File: src/rtl/bcd_pkg.sv
// Shared types and helpers for the sequential binary-to-BCD converter.
package bcd_pkg;

  typedef enum logic {IDLE, SHIFT} bcd_state_t;

  localparam int BCD_ADJ_THRESH = 5;
  localparam int BCD_ADJ_ADD    = 3;

  // Smallest digit count d with 10**d > 2**width-1.
  function automatic int bcd_digits_for(int width);
    longint max_v;
    longint p;
    int     d;
    max_v = (longint'(1) << width) - 1;
    p     = 10;
    d     = 1;
    for (int i = 0; i < 20; i++) begin
      if (p <= max_v) begin
        p = p * 10;
        d = d + 1;
      end
    end
    return d;
  endfunction

endpackage

File: src/rtl/bcd_add3.sv
// Double-dabble nibble correction: a digit of 5..9 gets +3 before the shift.
module bcd_add3
  import bcd_pkg::*;
(
  input  logic [3:0] d_i,
  output logic [3:0] d_o
);

  assign d_o = (d_i >= 4'(BCD_ADJ_THRESH)) ? d_i + 4'(BCD_ADJ_ADD) : d_i;

endmodule

File: src/rtl/bin_to_bcd_seq.sv
// Sequential shift-and-add-3 binary-to-BCD converter, one input bit per clock.
// Result, sign and leading-zero blanks are registered and updated together on done.
module bin_to_bcd_seq
  import bcd_pkg::*;
#(
  parameter int WIDTH  = 16,
  parameter int DIGITS = 5,
  parameter int SIGNED = 0
) (
  input  logic                  clk,
  input  logic                  reset,
  input  logic                  start,
  input  logic [WIDTH-1:0]      bin_in,
  output logic                  busy,
  output logic                  done,
  output logic [4*DIGITS-1:0]   bcd_out,
  output logic                  neg,
  output logic [DIGITS-1:0]     blank
);

  localparam int BW = 4 * DIGITS;
  localparam int CW = $clog2(WIDTH);
  localparam logic [DIGITS-1:0] BLANK_ZERO = {DIGITS{1'b1}} << 1;

  if (WIDTH < 2 || WIDTH > 32) begin : g_bad_width
    $error("bin_to_bcd_seq: WIDTH must be in 2..32");
  end
  if (DIGITS < bcd_digits_for(WIDTH)) begin : g_bad_digits
    $error("bin_to_bcd_seq: DIGITS too small for WIDTH");
  end

  bcd_state_t          state_q;
  logic [CW-1:0]       cnt_q;
  logic [BW-1:0]       acc_q;
  logic [WIDTH-1:0]    bin_q;
  logic                sign_q;
  logic                busy_q;
  logic                done_q;
  logic [BW-1:0]       bcd_q;
  logic                neg_q;
  logic [DIGITS-1:0]   blank_q;

  logic [WIDTH-1:0]    mag;
  logic                sign_d;
  logic [BW-1:0]       acc_adj;
  logic [BW+WIDTH-1:0] sh_d;
  logic [BW-1:0]       acc_d;
  logic [WIDTH-1:0]    bin_d;
  logic [DIGITS-1:0]   blank_d;
  logic                any_nz;

  // Two's-complement negate; the most negative value wraps to its unsigned magnitude.
  assign sign_d = (SIGNED != 0) && bin_in[WIDTH-1];
  assign mag    = sign_d ? -bin_in : bin_in;

  for (genvar k = 0; k < DIGITS; k++) begin : g_adj
    bcd_add3 u_add3 (
      .d_i (acc_q[4*k +: 4]),
      .d_o (acc_adj[4*k +: 4])
    );
  end

  assign sh_d  = {acc_adj, bin_q} << 1;
  assign acc_d = sh_d[BW+WIDTH-1:WIDTH];
  assign bin_d = sh_d[WIDTH-1:0];

  always_comb begin
    blank_d = '0;
    any_nz  = 1'b0;
    for (int k = DIGITS - 1; k >= 1; k--) begin
      any_nz     = any_nz | (acc_d[4*k +: 4] != 4'd0);
      blank_d[k] = ~any_nz;
    end
  end

  always_ff @(posedge clk or negedge reset) begin
    if (!reset) begin
      state_q <= IDLE;
      cnt_q   <= '0;
      acc_q   <= '0;
      bin_q   <= '0;
      sign_q  <= 1'b0;
      busy_q  <= 1'b0;
      done_q  <= 1'b0;
      bcd_q   <= '0;
      neg_q   <= 1'b0;
      blank_q <= BLANK_ZERO;
    end else begin
      done_q <= 1'b0;
      case (state_q)
        IDLE: begin
          if (start) begin
            acc_q   <= '0;
            bin_q   <= mag;
            sign_q  <= sign_d;
            cnt_q   <= CW'(WIDTH - 1);
            busy_q  <= 1'b1;
            state_q <= SHIFT;
          end
        end
        SHIFT: begin
          acc_q <= acc_d;
          bin_q <= bin_d;
          if (cnt_q != '0) begin
            cnt_q <= cnt_q - CW'(1);
          end else begin
            bcd_q   <= acc_d;
            neg_q   <= sign_q;
            blank_q <= blank_d;
            done_q  <= 1'b1;
            busy_q  <= 1'b0;
            state_q <= IDLE;
          end
        end
      endcase
    end
  end

  assign busy    = busy_q;
  assign done    = done_q;
  assign bcd_out = bcd_q;
  assign neg     = neg_q;
  assign blank   = blank_q;

endmodule
File: config.mk
export PLATFORM = sky130hd
export DESIGN_NAME = bin_to_bcd_seq
export DESIGN_NICKNAME = d
export VERILOG_FILES = /design/src/rtl/bcd_pkg.sv /design/src/rtl/bcd_add3.sv /design/src/rtl/bin_to_bcd_seq.sv
export SDC_FILE = /design/constraint.sdc
export NUM_CORES = 1
export LEC_CHECK = 0
export ABC_CLOCK_PERIOD_IN_PS = 2200
export CAP_MARGIN = 40
export CORE_ASPECT_RATIO = 1.5
export CORE_UTILIZATION = 50
export CTS_CLUSTER_SIZE = 8
export DETAILED_ROUTE_END_ITERATION = 7
export PLACE_DENSITY = 0.74
export SKIP_CTS_REPAIR_TIMING = 1
export SYNTH_ARGS = -nofsm -noshare
export SYNTH_HDL_FRONTEND = slang
export SYNTH_SLANG_ARGS = --single-unit
File: constraint.sdc
create_clock -name clk -period 2.2 [get_ports clk]
set_input_delay 0.66 -clock clk [delete_from_list [all_inputs] [get_ports clk]]
set_output_delay 0.66 -clock clk [all_outputs]
set_load 0.02 [all_outputs]
Word-level counts from Yosys, hierarchy flattened
Cells that the tools add are included.
{ "word_totals": {"memories": 0, "ram_bits": 0, "regBits": 67, "in_bits": 19, "mem_bits_ro": 0, "output_inout_bits": 28, "latch_bits": 0, "elab_cells": 59} }
{ "classes": {"reduce_logical": 8, "magnitude_cmp": 5, "div": 0, "add_sub_neg": 6, "n_shift": 0, "mux": 20, "n_eq_ne": 3, "mul": 0, "bitwise": 9} }
{ "op_table": {"columns": ["operator", "n"], "rows": [
  ["20-bit one-hot mux with 2 select lines", 1],
  ["16-bit one-hot mux with 2 select lines", 1],
  ["4-bit two-way mux", 6],
  ["4-bit by 3-bit greater-or-equal comparator with 1-bit output (second input constant)", 5],
  ["20-bit two-way mux", 1],
  ["4-bit nonzero test", 5],
  ["4-bit by 2-bit adder with 4-bit output (second input constant)", 4],
  ["16-bit two-way mux", 1],
  ["4-bit one-hot mux with 2 select lines", 1],
  ["1-bit two-way mux", 6],
  ["1-bit inverter", 6],
  ["2-bit AND reduction", 3],
  ["2-bit inequality test (second input constant)", 2],
  ["1-bit one-hot mux with 2 select lines", 2],
  ["4-bit by 1-bit subtractor with 4-bit output (second input constant)", 1],
  ["3-bit by 2-bit adder with 3-bit output (second input constant)", 1],
  ["3-bit two-way mux", 1],
  ["1-bit bitwise OR", 3],
  ["2-bit by 1-bit inequality test with 1-bit output (second input constant)", 1]
]} }

Logic depth before layout (Yosys ltp)
{ "logic_depth": {"depth_word": 7, "mapped_depth": 8, "mapped_depth_nobuf": 7} }

By module
Synthesis repeated with hierarchy kept, for this count alone.
{ "unflattened": {"hier_cells": 332, "area_unflattened_um2": 3199.3} }
{ "modules_own_cells": {"columns": ["module", "instances", "area_each_um2", "seq_area_each_um2", "cells_per_inst"], "rows": [
  ["bin_to_bcd_seq", 1, 2692.6, 1681.6, 252],
  ["bcd_add3", 5, 101.3, 0.0, 16]
]} }

Worst setup path before layout
OpenSTA, ideal clock, no wires.
{ "synth_timing": {"kind": "reg-to-reg", "from": "register cnt_q[0]", "to": "register blank_q[1], in the netlist blank[1]", "stages_incl_launch_ff": 9, "required_time_ps": 2114, "setup_time_ps": 86, "period_less_slack_ps": 1705, "t_arrival_ps": 1619, "n_path_buf": 1, "slack_ps": 495, "path_cell_list": "dfrtp_1 inv_1 ha_1 nand4bb_1 buf_2 a211o_1 a211oi_2 o2111ai_1 o31ai_2"} }
{ "synth_via": {"elab_chain_len": 3} }
{ "synth_lines": {"columns": ["item", "line", "rtl"], "rows": [
  ["start: declaration", "bin_to_bcd_seq.sv:33", "logic [CW-1:0] cnt_q;"],
  ["start signal: assignment", "bin_to_bcd_seq.sv:96", "cnt_q <= CW'(WIDTH - 1);"],
  ["start signal: assignment", "bin_to_bcd_seq.sv:105", "cnt_q <= cnt_q - CW'(1);"],
  ["4-bit nonzero test", "bin_to_bcd_seq.sv:104", "if (cnt_q != '0) begin"],
  ["1-bit inverter (no source line)", null, null],
  ["2-bit AND reduction (no source line)", null, null],
  ["end signal: assignment", "bin_to_bcd_seq.sv:109", "blank_q <= blank_d;"],
  ["end: declaration", "bin_to_bcd_seq.sv:41", "logic [DIGITS-1:0] blank_q;"]
]} }
Every way passes these cells.
A chain may end at the register's enable or synchronous reset.

Final worst setup path
{ "layout_timing": {"from": "register blank_q[3], in the netlist blank[3]", "to": "output blank[3]"} }
{ "layout_rtl": {"columns": ["item", "line", "rtl"], "rows": [
  ["end: declaration", "bin_to_bcd_seq.sv:18", "output logic [DIGITS-1:0] blank"]
]} }
No word-level cell between the ends.

==> reports/qor.yml <==
antenna_found_initial: 0
slowest_delay_ns: 0.59
wl_per_cell_um: 13.1
synth_compound_area_share_pct: 15.9
syn_avg_cell_area_um2: 9.49
rsz0062_at_grt: "no"
die_h_um: 100
r2r_start: "acc_q[8]"
setup_viol: 0
core_area_um2: 6170
end_kind: "output pin"
critical_path_class: "flip-flop to output pin"
drt_iter0_drc: 144
num_antenna_cells: 0
cts_tree: "yes"
grt_usage_pct: 21.9
fin_ws_ns: 0.0707
crit_path_max_fanout: 2
syn2layout_area_growth_pct: 21.8
clk_pin_slew_ns: 0.07
boundaryPins: 47
die-area_um2: 6780
clock_latency_ns: 0.35
final_cell_mix: "75 x nand2_1, 63 x dfrtp_1, 45 x o21ai_0"
wirelength_um: 6040
regToRegSetupSlack_ns: 0.27
cts.htree.levels: 3
vias: 2430
synthTopCellsByArea: "dfrtp_1 49%, nand2_1 8.7%, o21ai_0 7.0%"
p_leak_nw: 1.77
hpwl_um: 4140
synth_mux_area_share_pct: 6.59
syn-instance-count: 340
numPortBuffers: 44
nets: 412
first_global_vias: 2456
outcome: "finished, final reports clean"
ant_nets: 0
final_common_cell: "nand2_1"
synth-simple-area-share_pct: 14.8
fin_crit_ns: 2.13
fillers: 514
drt_first_pass_iters: 5
hold_class: "input port to async pin"
cp_slowest_cell: "clkdlybuf4s50_1"
via_per_inst: 5.28
rows: 35
skew_ns: 0.00879
vdd_drop_max_v: 0.000675
maxCapViolCount: 0
synth-seq-cells: 67
synth_xor_area_share_pct: 1.36
syn_area_um2: 3230
p_per_area_nw_per_um2: 1520
grt_overflow: 0
grt_pass1_wl_um: 11000
synth_top_area_share_pct: 48.9
cts_root_buf: "clkbuf_8"
start_kind: "flip-flop"
routabilityCongestion: 0.797
rr_endpoint: "blank[1]"
fin_crit_sh_pct: 96.8
die_w_um: 67.6
ys_types: 38
drc: 0
synthAdderAreaFrac_pct: 4.27
numCtsBuffers: 9
tns_ns: 0
synth_area_leader_cell: "dfrtp_1"
hold_viol_final: 0
ys.warnings.count: 0
worst-path-buf-inv: 1
synth_top_family_by_area: "compound AO/OA/AOI/OAI gates"
critPathArrivalTime_ns: 1.47
clock_path_buffers: 2
yosysSeqAreaShare_pct: 52.1
path_delay_family: "buffers and inverters"
cp_data_required_time_ns: 1.54
start_util_pct: 52.2
max_freq_mhz: 470
cts_sinks: 67
p_total_mw: 5.98
slew_violations: 0
drive_gt1_share_pct: 6.99
crit_chain: "clkdlybuf4s50_1"
pre_cts_ws_ns: 0.298
grt_start_max_net_pins: 68
rr_worst_depth: 7
worst max-delay path by stage:
stage / to / cells past startpoint / slack (ns) / from
2_1_floorplan: blank[1] / 8 / 0.50 / cnt_q[0]
6_report: blank[3] / 1 / 0.07 / blank[3]
4_1_cts: blank[3] / 1 / 0.05 / blank[3]
5_1_grt: blank[4] / 1 / 0.02 / blank[4]
3_3_place_gp: bin_q[10] / 4 / 0.36 / start
3_5_place_dp: blank[1] / 7 / 0.30 / acc_q[12]
power by group:
part           switching, mW  total [mW]  internal (mW)
Combinational           1.59        2.81           1.22
Clock                  0.440        1.02          0.578
Sequential             0.375        2.15           1.78
Total                   2.40        5.98           3.58
synthesized netlist by cell type, drive strengths merged:
master   count
a211o        1
a211oi       2
a21o         2
a21oi       11
a2bb2oi      1
and2         1
and3         2
buf          7
clkbuf      12
clkinv       1
conb         1
dfrtp       63
dfstp        4
ha          11
inv         18
mux2         2
mux2i       19
nand2       75
nand2b       7
nand3        1
nand4        1
nand4bb      1
nor2        11
nor2b        2
nor3         4
nor3b        5
o2111ai      2
o21a         1
o21ai       45
o221ai       2
o22ai       16
o2bb2ai      1
o31ai        3
xnor2        5
state kept, by name (all words and copies together) (netlist names):
| signal | cells |
|---|---|
| acc_q | 20 |
| busy | 1 |
| bcd_out | 20 |
| cnt_q | 4 |
| blank | 4 |
| state_q | 1 |
| bin_q | 16 |
| done | 1 |
logic make-up (layout without fill, tap and decap cells):
logic type                 count (synthesis)  in the layout
and+or+nand+nor                          110            110
other                                      1              2
AOI/OAI and AO/OA                         87             87
muxes                                     21             21
adders and majority gates                 11             11
xor gates and xnor gates                   5              5
buffers and inverters                     38             83
DFF                                       67             67
layout make-up:
type	instances	area (µm²)	share of cell area (%)
clock inverters	2	35.0	0.892
inverters	19	71.3	1.82
repair buffers	49	498	12.7
multi-input cells	236	1390	35.4
clock buffers	13	159	4.04
flip-flops and latches	67	1680	42.8
well taps	74	92.6	2.36
routing by layer:
layer	track usage, %	part of all wire, %	wire, µm	vias to the layer above
li1	-	-	-	1239
met5	0	0	0	-
met4	11.8	2.8	171	0
met2	35.3	50	3000	47
met3	4.43	3.1	188	14
met1	26.7	44	2680	1130
stage by stage:
stage	hold slack, ns	util (%)	instance area (µm²)	std cells
after floorplan	0.364	-	3230	341
after global placement	0.462	60.5	3730	445
after detailed placement	0.469	60.5	3730	445
after CTS	0.326	63.6	3930	460
after global routing	0.344	63.6	3930	460
final	0.309	63.6	3930	460
Note: power is estimated with default switching activity, not from simulation.
